$ cat src/rtl/inst_stream_loader.sv
// inst_stream_loader: turns a byte stream (valid/ready) into program-load
// writes for the instruction memory. A session is a 4-byte little-endian word
// count N followed by N little-endian 32-bit words. Each word is written with
// a single-cycle ld_en pulse at consecutive word addresses from base_addr.
// The CPU is held in reset while a session runs, and also after a failed one.
//
// Optional build macro: LOADER_CHECKSUM_EN
//   When defined, a trailing check byte (XOR of all data bytes) is expected
//   after the last word. A mismatch ends the session in the error state.
//   Words already written are not rolled back.
module inst_stream_loader #(
    parameter int                    word_width      = 32,
    parameter int                    inst_addr_width = 12,
    parameter logic [word_width-1:0] base_addr       = '0
) (
    input  logic                       clk,
    input  logic                       reset,
    input  logic                       start,
    input  logic [7:0]                 rx_data,
    input  logic                       rx_valid,
    output logic                       rx_ready,
    output logic                       ld_en,
    output logic [word_width-1:0]      ld_addr,
    output logic [word_width-1:0]      ld_data,
    output logic                       busy,
    output logic                       done,
    output logic                       error,
    output logic                       cpu_hold,
    output logic [inst_addr_width-2:0] words_loaded
);

    localparam int              WL_W     = inst_addr_width - 1;
    // Number of words the instruction memory can hold.
    localparam logic [31:0]     CAPACITY = 32'd1 << (inst_addr_width - 2);

`ifdef LOADER_CHECKSUM_EN
    typedef enum logic [2:0] {
        S_IDLE  = 3'd0,
        S_HDR   = 3'd1,
        S_DATA  = 3'd2,
        S_WRITE = 3'd3,
        S_CHK   = 3'd4,
        S_DONE  = 3'd5,
        S_ERR   = 3'd6
    } state_t;
`else
    typedef enum logic [2:0] {
        S_IDLE  = 3'd0,
        S_HDR   = 3'd1,
        S_DATA  = 3'd2,
        S_WRITE = 3'd3,
        S_DONE  = 3'd5,
        S_ERR   = 3'd6
    } state_t;
`endif

    state_t             state;
    state_t             state_next;
    logic [1:0]         byte_cnt;
    logic [31:0]        shreg;
    logic [31:0]        n_words;
    logic [WL_W-1:0]    wl_q;
    logic [word_width-1:0] addr_q;
    logic [word_width-1:0] data_q;

    logic               xfer;
    logic               last_byte;
    logic               enter_hdr;
    logic [31:0]        assembled;
    logic [31:0]        wl_plus1;

`ifdef LOADER_CHECKSUM_EN
    logic [7:0]         csum;
`endif

    // A byte moves only when both sides agree; the 4th byte completes a word.
    assign xfer      = rx_valid && rx_ready;
    assign last_byte = xfer && (byte_cnt == 2'd3);
    // Bytes arrive LSB first, so shifting in from the top leaves byte 0 in [7:0].
    assign assembled = {rx_data, shreg[31:8]};
    assign wl_plus1  = 32'(wl_q) + 32'd1;
    // A new session may only start from an idle or finished state.
    assign enter_hdr = start && (state == S_IDLE || state == S_DONE || state == S_ERR);

    // State register.
    always_ff @(posedge clk) begin
        if (reset) state <= S_IDLE;
        else       state <= state_next;
    end

    // Next-state decode.
    always_comb begin
        state_next = state;
        case (state)
            S_IDLE: if (start) state_next = S_HDR;
            S_HDR: begin
                if (last_byte) begin
                    if (assembled == 32'd0)       state_next = S_DONE;
                    else if (assembled > CAPACITY) state_next = S_ERR;
                    else                          state_next = S_DATA;
                end
            end
            S_DATA: if (last_byte) state_next = S_WRITE;
            S_WRITE: begin
                if (wl_plus1 < n_words) state_next = S_DATA;
`ifdef LOADER_CHECKSUM_EN
                else                    state_next = S_CHK;
`else
                else                    state_next = S_DONE;
`endif
            end
`ifdef LOADER_CHECKSUM_EN
            S_CHK: if (xfer) state_next = (rx_data == csum) ? S_DONE : S_ERR;
`endif
            S_DONE: if (start) state_next = S_HDR;
            S_ERR:  if (start) state_next = S_HDR;
            default: state_next = S_IDLE;
        endcase
    end

    // Outputs decoded purely from the current state.
    always_comb begin
        rx_ready = 1'b0;
        ld_en    = 1'b0;
        busy     = 1'b0;
        done     = 1'b0;
        error    = 1'b0;
        cpu_hold = 1'b0;
        case (state)
            S_HDR, S_DATA: begin
                rx_ready = 1'b1;
                busy     = 1'b1;
                cpu_hold = 1'b1;
            end
            S_WRITE: begin
                ld_en    = 1'b1;
                busy     = 1'b1;
                cpu_hold = 1'b1;
            end
`ifdef LOADER_CHECKSUM_EN
            S_CHK: begin
                rx_ready = 1'b1;
                busy     = 1'b1;
                cpu_hold = 1'b1;
            end
`endif
            S_DONE: done = 1'b1;
            S_ERR: begin
                error    = 1'b1;
                cpu_hold = 1'b1;
            end
            default: ;
        endcase
    end

    // Datapath: byte assembly, header capture, write address/data, word count.
    always_ff @(posedge clk) begin
        if (reset) begin
            byte_cnt <= '0;
            shreg    <= '0;
            n_words  <= '0;
            wl_q     <= '0;
            addr_q   <= '0;
            data_q   <= '0;
        end else if (enter_hdr) begin
            byte_cnt <= '0;
            shreg    <= '0;
            n_words  <= '0;
            wl_q     <= '0;
        end else begin
            if (xfer && (state == S_HDR || state == S_DATA)) begin
                shreg    <= assembled;
                byte_cnt <= byte_cnt + 2'd1;
            end
            if (last_byte && state == S_HDR)
                n_words <= assembled;
            // Latch the write at the 4th data byte so it is stable for the
            // whole WRITE cycle and holds afterwards.
            if (last_byte && state == S_DATA) begin
                data_q <= assembled;
                addr_q <= base_addr + word_width'({wl_q, 2'b00});
            end
            if (state == S_WRITE)
                wl_q <= wl_q + 1'b1;
        end
    end

`ifdef LOADER_CHECKSUM_EN
    // Running XOR over data-phase bytes only; the header is not covered.
    always_ff @(posedge clk) begin
        if (reset || enter_hdr)               csum <= '0;
        else if (xfer && state == S_DATA)     csum <= csum ^ rx_data;
    end
`endif

    assign ld_addr      = addr_q;
    assign ld_data      = data_q;
    assign words_loaded = wl_q;

endmodule

$ cat config.mk
export PLATFORM = sky130hd
export DESIGN_NAME = inst_stream_loader
export DESIGN_NICKNAME = d
export VERILOG_FILES = /design/src/rtl/inst_stream_loader.sv
export SDC_FILE = /design/constraint.sdc
export NUM_CORES = 1
export LEC_CHECK = 0
export ABC_AREA = 1
export BUFFER_PORTS_ARGS = -buffer_cell sky130_fd_sc_hd__buf_4
export CAP_MARGIN = 20
export CELL_PAD_IN_SITES_DETAIL_PLACEMENT = 2
export CELL_PAD_IN_SITES_GLOBAL_PLACEMENT = 2
export CORE_AREA = 2 2 125 127
export DETAILED_ROUTE_END_ITERATION = 12
export DIE_AREA = 0 0 127 129
export PLACE_DENSITY_LB_ADDON = 0.1
export SYNTH_ARGS = -nofsm -noshare
export SYNTH_HDL_FRONTEND = slang
export SYNTH_SLANG_ARGS = --single-unit
$ cat constraint.sdc
create_clock -name clk -period 4.2 [get_ports clk]
set_clock_uncertainty 0.15 [all_clocks]
set_input_delay 0.21 -clock clk [delete_from_list [all_inputs] [get_ports clk]]
set_output_delay 0.21 -clock clk [all_outputs]
set_load 0.01 [all_outputs]
After elaboration in Yosys (flattened, before gate mapping)
Index checks and enable logic that the tools add are counted.

Bits in registers: 123. Input bits: 12. Output and inout port bits: 81. Word-level logic and storage cells: 53.

Add/subtract/negate cells: 3. $lt $le $gt $ge: 2. Eq/ne operators: 9. Mux-type cells: 13. Bitwise logic cells: 1. Reduce and logical (&&, ||, !) cells: 18.

Operators with widths (number): 32-bit by 11-bit > comparator with 1-bit output (second input constant) (1); 32-bit zero test (1); 12-bit by 32-bit < comparator with 1-bit output (1); 3-bit 2-to-1 mux (6); 11-bit by 1-bit adder with 12-bit output (second input constant) (1); 3-bit one-hot mux with 4 select lines (1); 11-bit by 1-bit adder with 11-bit output (second input constant) (1); 3-bit by 2-bit == test with 1-bit output (second input constant) (2); 3-bit == test (second input constant) (2); 1-bit logical AND (6); 1-bit 2-to-1 mux (6); 3-bit OR reduction (2); 2-bit != test (second input constant) (2); 2-bit OR reduction (2); 4-bit OR reduction (1); 3-bit by 1-bit == test with 1-bit output (second input constant) (1); 3-bit zero test (1); 1-bit logical OR (3); 3-bit AND reduction (1); 2-bit by 1-bit adder with 2-bit output (second input constant) (1); 2-bit == test (second input constant) (1); 2-bit by 1-bit != test with 1-bit output (second input constant) (1); 2-bit AND reduction (1); 1-bit NOT (1).

Depth between registers and ports, before layout
Depth after elaboration: 7. Mapped depth: 19. Gate-level depth less buffers: 19.

Worst setup path before layout
Ideal clock, no wire load.

Path type: register to register. Start: register wl_q[0], in the netlist words_loaded[0]. End: register state[0]. Setup time: 0.071 ns. Data arrival time: 2.281 ns. Required time: 3.979 ns. Setup slack: 1.699 ns. Stages on the path, launching flop included: 18. Path buffers: 0. Clock period less this slack: 2.501 ns. Path through: dfxtp_1 ha_1 nand2_1 nor2_1 inv_1 nor2_1 nand3_1 xor2_1 inv_1 ha_1 nand2_1 nor3_1 nand2_1 nand2_1 nand3_1 nand2_1 nand2_1 a21oi_1.

Cells in the longest elaborated chain, start to end: 4.

RTL lines: start: declaration (RTL line 62) `logic [WL_W-1:0] wl_q;`; start signal: assignment (RTL line 184) `wl_q <= wl_q + 1'b1;`; 11-bit by 1-bit adder with 12-bit output (RTL line 81) `assign wl_plus1 = 32'(wl_q) + 32'd1;`; named net wl_plus1[10] (RTL line 70) `logic [31:0] wl_plus1;`; 12-bit by 32-bit < comparator with 1-bit output (RTL line 105) `if (wl_plus1 < n_words) state_next = S_DATA;`; 3-bit 2-to-1 mux (RTL line 105); 3-bit one-hot mux with 4 select lines (RTL line 94) `case (state)`; end signal: assignment (RTL line 88) `else state <= state_next;`; end: declaration (RTL line 57) `state_t state;`.

The timed path passes the listed nets, and every way through them passes these cells. A chain may end at the register's enable or synchronous reset.

Worst setup path after layout
Start: register wl_q[0], in the netlist words_loaded[0]. End: register state[2].

The elaborated chain is that of the path after synthesis.

==> results.cfg <==
[setup_path]
required_ps = 4390
path_class = reg -> reg
cp_cell_sequence = buf_4, ha_1, nand2_1, nor2_1, inv_1, nor2_1, nand3_1, xor2_1, inv_1, ha_1, nand2_1, o21ai_0, nand2_1, nand2_1, nand3_1, nand2_1, nand2_1, a21oi_1
slowest_delay_ps = 300
cpMostUsedCell = nand2_1
cp.arrival_ps = 3100
cp_num_buf_inv = 3
start_kind = register
cp-end-kind = register
path_max_fanout = 6
path_delay_family = simple AND/OR/NAND/NOR gates
cp_slowest_cell = dfxtp_1

[cts]
cts_tree = done
clk_latency_ps = 420
clk_pin_slew_ps = 50
cts_buffers = 17
cts_buffer_depth = 2
cts.sinks = 115
cts.htree.levels = 4
root_buffer = clkbuf_16
cts_resized = 0
ctsHoldBuffers = 8
post_cts_buffers = 0

[floorplanning]
rows = 45
die_h_um = 129
start_util_pct = 33.7
design.portCount = 93
die-area_sq_um = 16400
coreArea_sq_um = 15000
die_x_um = 127

[global_route]
grt_pass1_wl_um = 27100
globalRouteTotalUtil_pct = 21.5
antenna_found_initial = 0
first_global_vias = 5064
overflow = 0
grt_max_degree = 61

[sta]
slew_viol_final = 0
period_share_pct = 69.3
fin_setup_tns_ps = 0
worst_pin_slew_ps = 759
setup_violations = 0
rsz0062_at_grt = false
fin_crit_ps = 2910
hold_viol = 0
fmax_mhz = 344
maxSlewHeadroom_pct = 49.3

[layout]
fin_util_pct = 41.7
register_area_sq_um = 2300
multiInputGateArea_sq_um = 2250
layoutNonFillerInstCount = 947
stdcell_area_sq_um = 6240
final_common_cell = nand2_1
nNetsFinal = 771
area_delta_synth_final_pct = 23.8
num-fill-cells = 1715
diodes = 0
drive_gt1_share_pct = 16.5
final_cell_mix = nand2_1 (144), a21oi_1 (120), dfxtp_1 (115)

[logic_synthesis]
seq_area_frac_synth_pct = 45.6
synth_top_family_by_area = simple AND/OR/NAND/NOR gates
yosys.area_share.adder_pct = 3.22
synth_cells = 680
ys_ff_latch = 115
synth.distinct_cells = 31
synthMuxAreaShare_pct = 0
synth-simple-area-share_pct = 24.0
synth_area_sq_um = 5040
synth_compound_area_share_pct = 14.7
synthXorXnorAreaFrac_pct = 1.22
ys.warnings.count = 0
syn_avg_cell_area_sq_um = 7.42

[placed_design]
gp_congestion = 0.780
dp_cells = 907
dp_hpwl_um = 11600
port_buffers = 71
dpl_cell_area_sq_um = 5580

[route]
first_pass_iters = 4
drcViolationCount = 0
wl_per_cell_um = 17.8
num_vias = 4756
drtIter0Drc = 132
ant_nets = 0
finalWirelength_um = 16900
drt-vias-per-instance = 5.02

[power]
ir_drop_mv = 0.184
power.density_nw_per_um2 = 497
p_leak_uw = 0.00249
total_power_uw = 3100

[status]
status = finished clean

[flow_run]
drv_cap = 0

[hold_path]
hp-class = in -> reg
## tightest hold or removal path: stages
cell	delay [ps]
buf_4	80
o22ai_1	140
nand2_1	90
a21oi_1	60
## cells by family (layout without fill, tap and decap cells)
logic type / count (synthesis) / after routing
buffers and inverters: 113 / 172
adders and majority gates: 13 / 13
other: 1 / 21
xor gates and xnor gates: 7 / 7
DFF: 115 / 115
AOI/OAI and AO/OA: 146 / 146
and+or+nand+nor: 285 / 285
## power by group
group	switching (uW)	internal [uW]
Clock	518	913
Combinational	382	138
Sequential	35.3	1120
## stage by stage
| step | worst slack, ps | hold slack, ps |
|---|---|---|
| 2_1_floorplan | 1700 | 207 |
| 3_3_place_gp | 1490 | 299 |
| 3_5_place_dp | 1320 | 304 |
| 4_1_cts | 1300 | 55.2 |
| 5_1_grt | 953 | 80.1 |
| 6_report | 1290 | 68.4 |
## cell type report
type	count	area share (%)
Inverter	54	3.33
Sequential cell	115	36.9
Clock buffer	22	7.59
Multi-Input combinational cell	472	36.1
Timing Repair Buffer	86	10.7
Tap cell	188	3.77
Clock inverter	10	1.70
## per-layer routing
| metal | share of wire, % | GRT usage [%] |
|---|---|---|
| met5 | 0 | 0 |
| met4 | 2.1 | 8.14 |
| met3 | 2.5 | 4.07 |
| met2 | 53 | 39.2 |
| met1 | 43 | 24.9 |
## flip-flops by register name, summed over array words and instances (netlist names)
register / cells
byte_cnt: 2
ld_addr: 11
ld_data: 32
n_words: 32
shreg: 24
state: 3
words_loaded: 11
## worst paths after layout
check,startpoint,end,slack (ps),cells past startpoint
setup reg to reg,words_loaded[0]$_SDFFE_PP0P_,state[2]$_SDFFE_PP0P_,1290,18
setup / recovery,words_loaded[0]$_SDFFE_PP0P_,state[2]$_SDFFE_PP0P_,1290,18
hold reg to reg,n_words[15]$_SDFFE_PP0P_,n_words[15]$_SDFFE_PP0P_,310,2
hold / removal,start,state[1]$_SDFFE_PP0P_,70,4
## cell usage after synthesis (all sizes together)
| library cell | count | area [sq um] |
|---|---|---|
| nand3 | 52 | 260 |
| xor2 | 6 | 52.6 |
| nor4 | 4 | 25.0 |
| nand4 | 3 | 18.8 |
| xnor2 | 1 | 8.76 |
| inv | 53 | 199 |
| ha | 13 | 163 |
| buf | 42 | 293 |
| a21oi | 120 | 601 |
| nand3b | 1 | 7.51 |
| o21a | 1 | 7.51 |
| or2 | 3 | 18.8 |
| dfxtp | 115 | 2300 |
| clkbuf | 17 | 63.8 |
| o21ai | 21 | 105 |
| conb | 1 | 3.75 |
| o22ai | 1 | 6.26 |
| nand2 | 150 | 578 |
| clkinv | 1 | 8.76 |
| nor3 | 4 | 20.0 |
| nor3b | 1 | 7.51 |
| nor2 | 67 | 273 |
| a21o | 1 | 7.51 |
| a211oi | 2 | 15.0 |
Power figures use the tool's default switching activity.
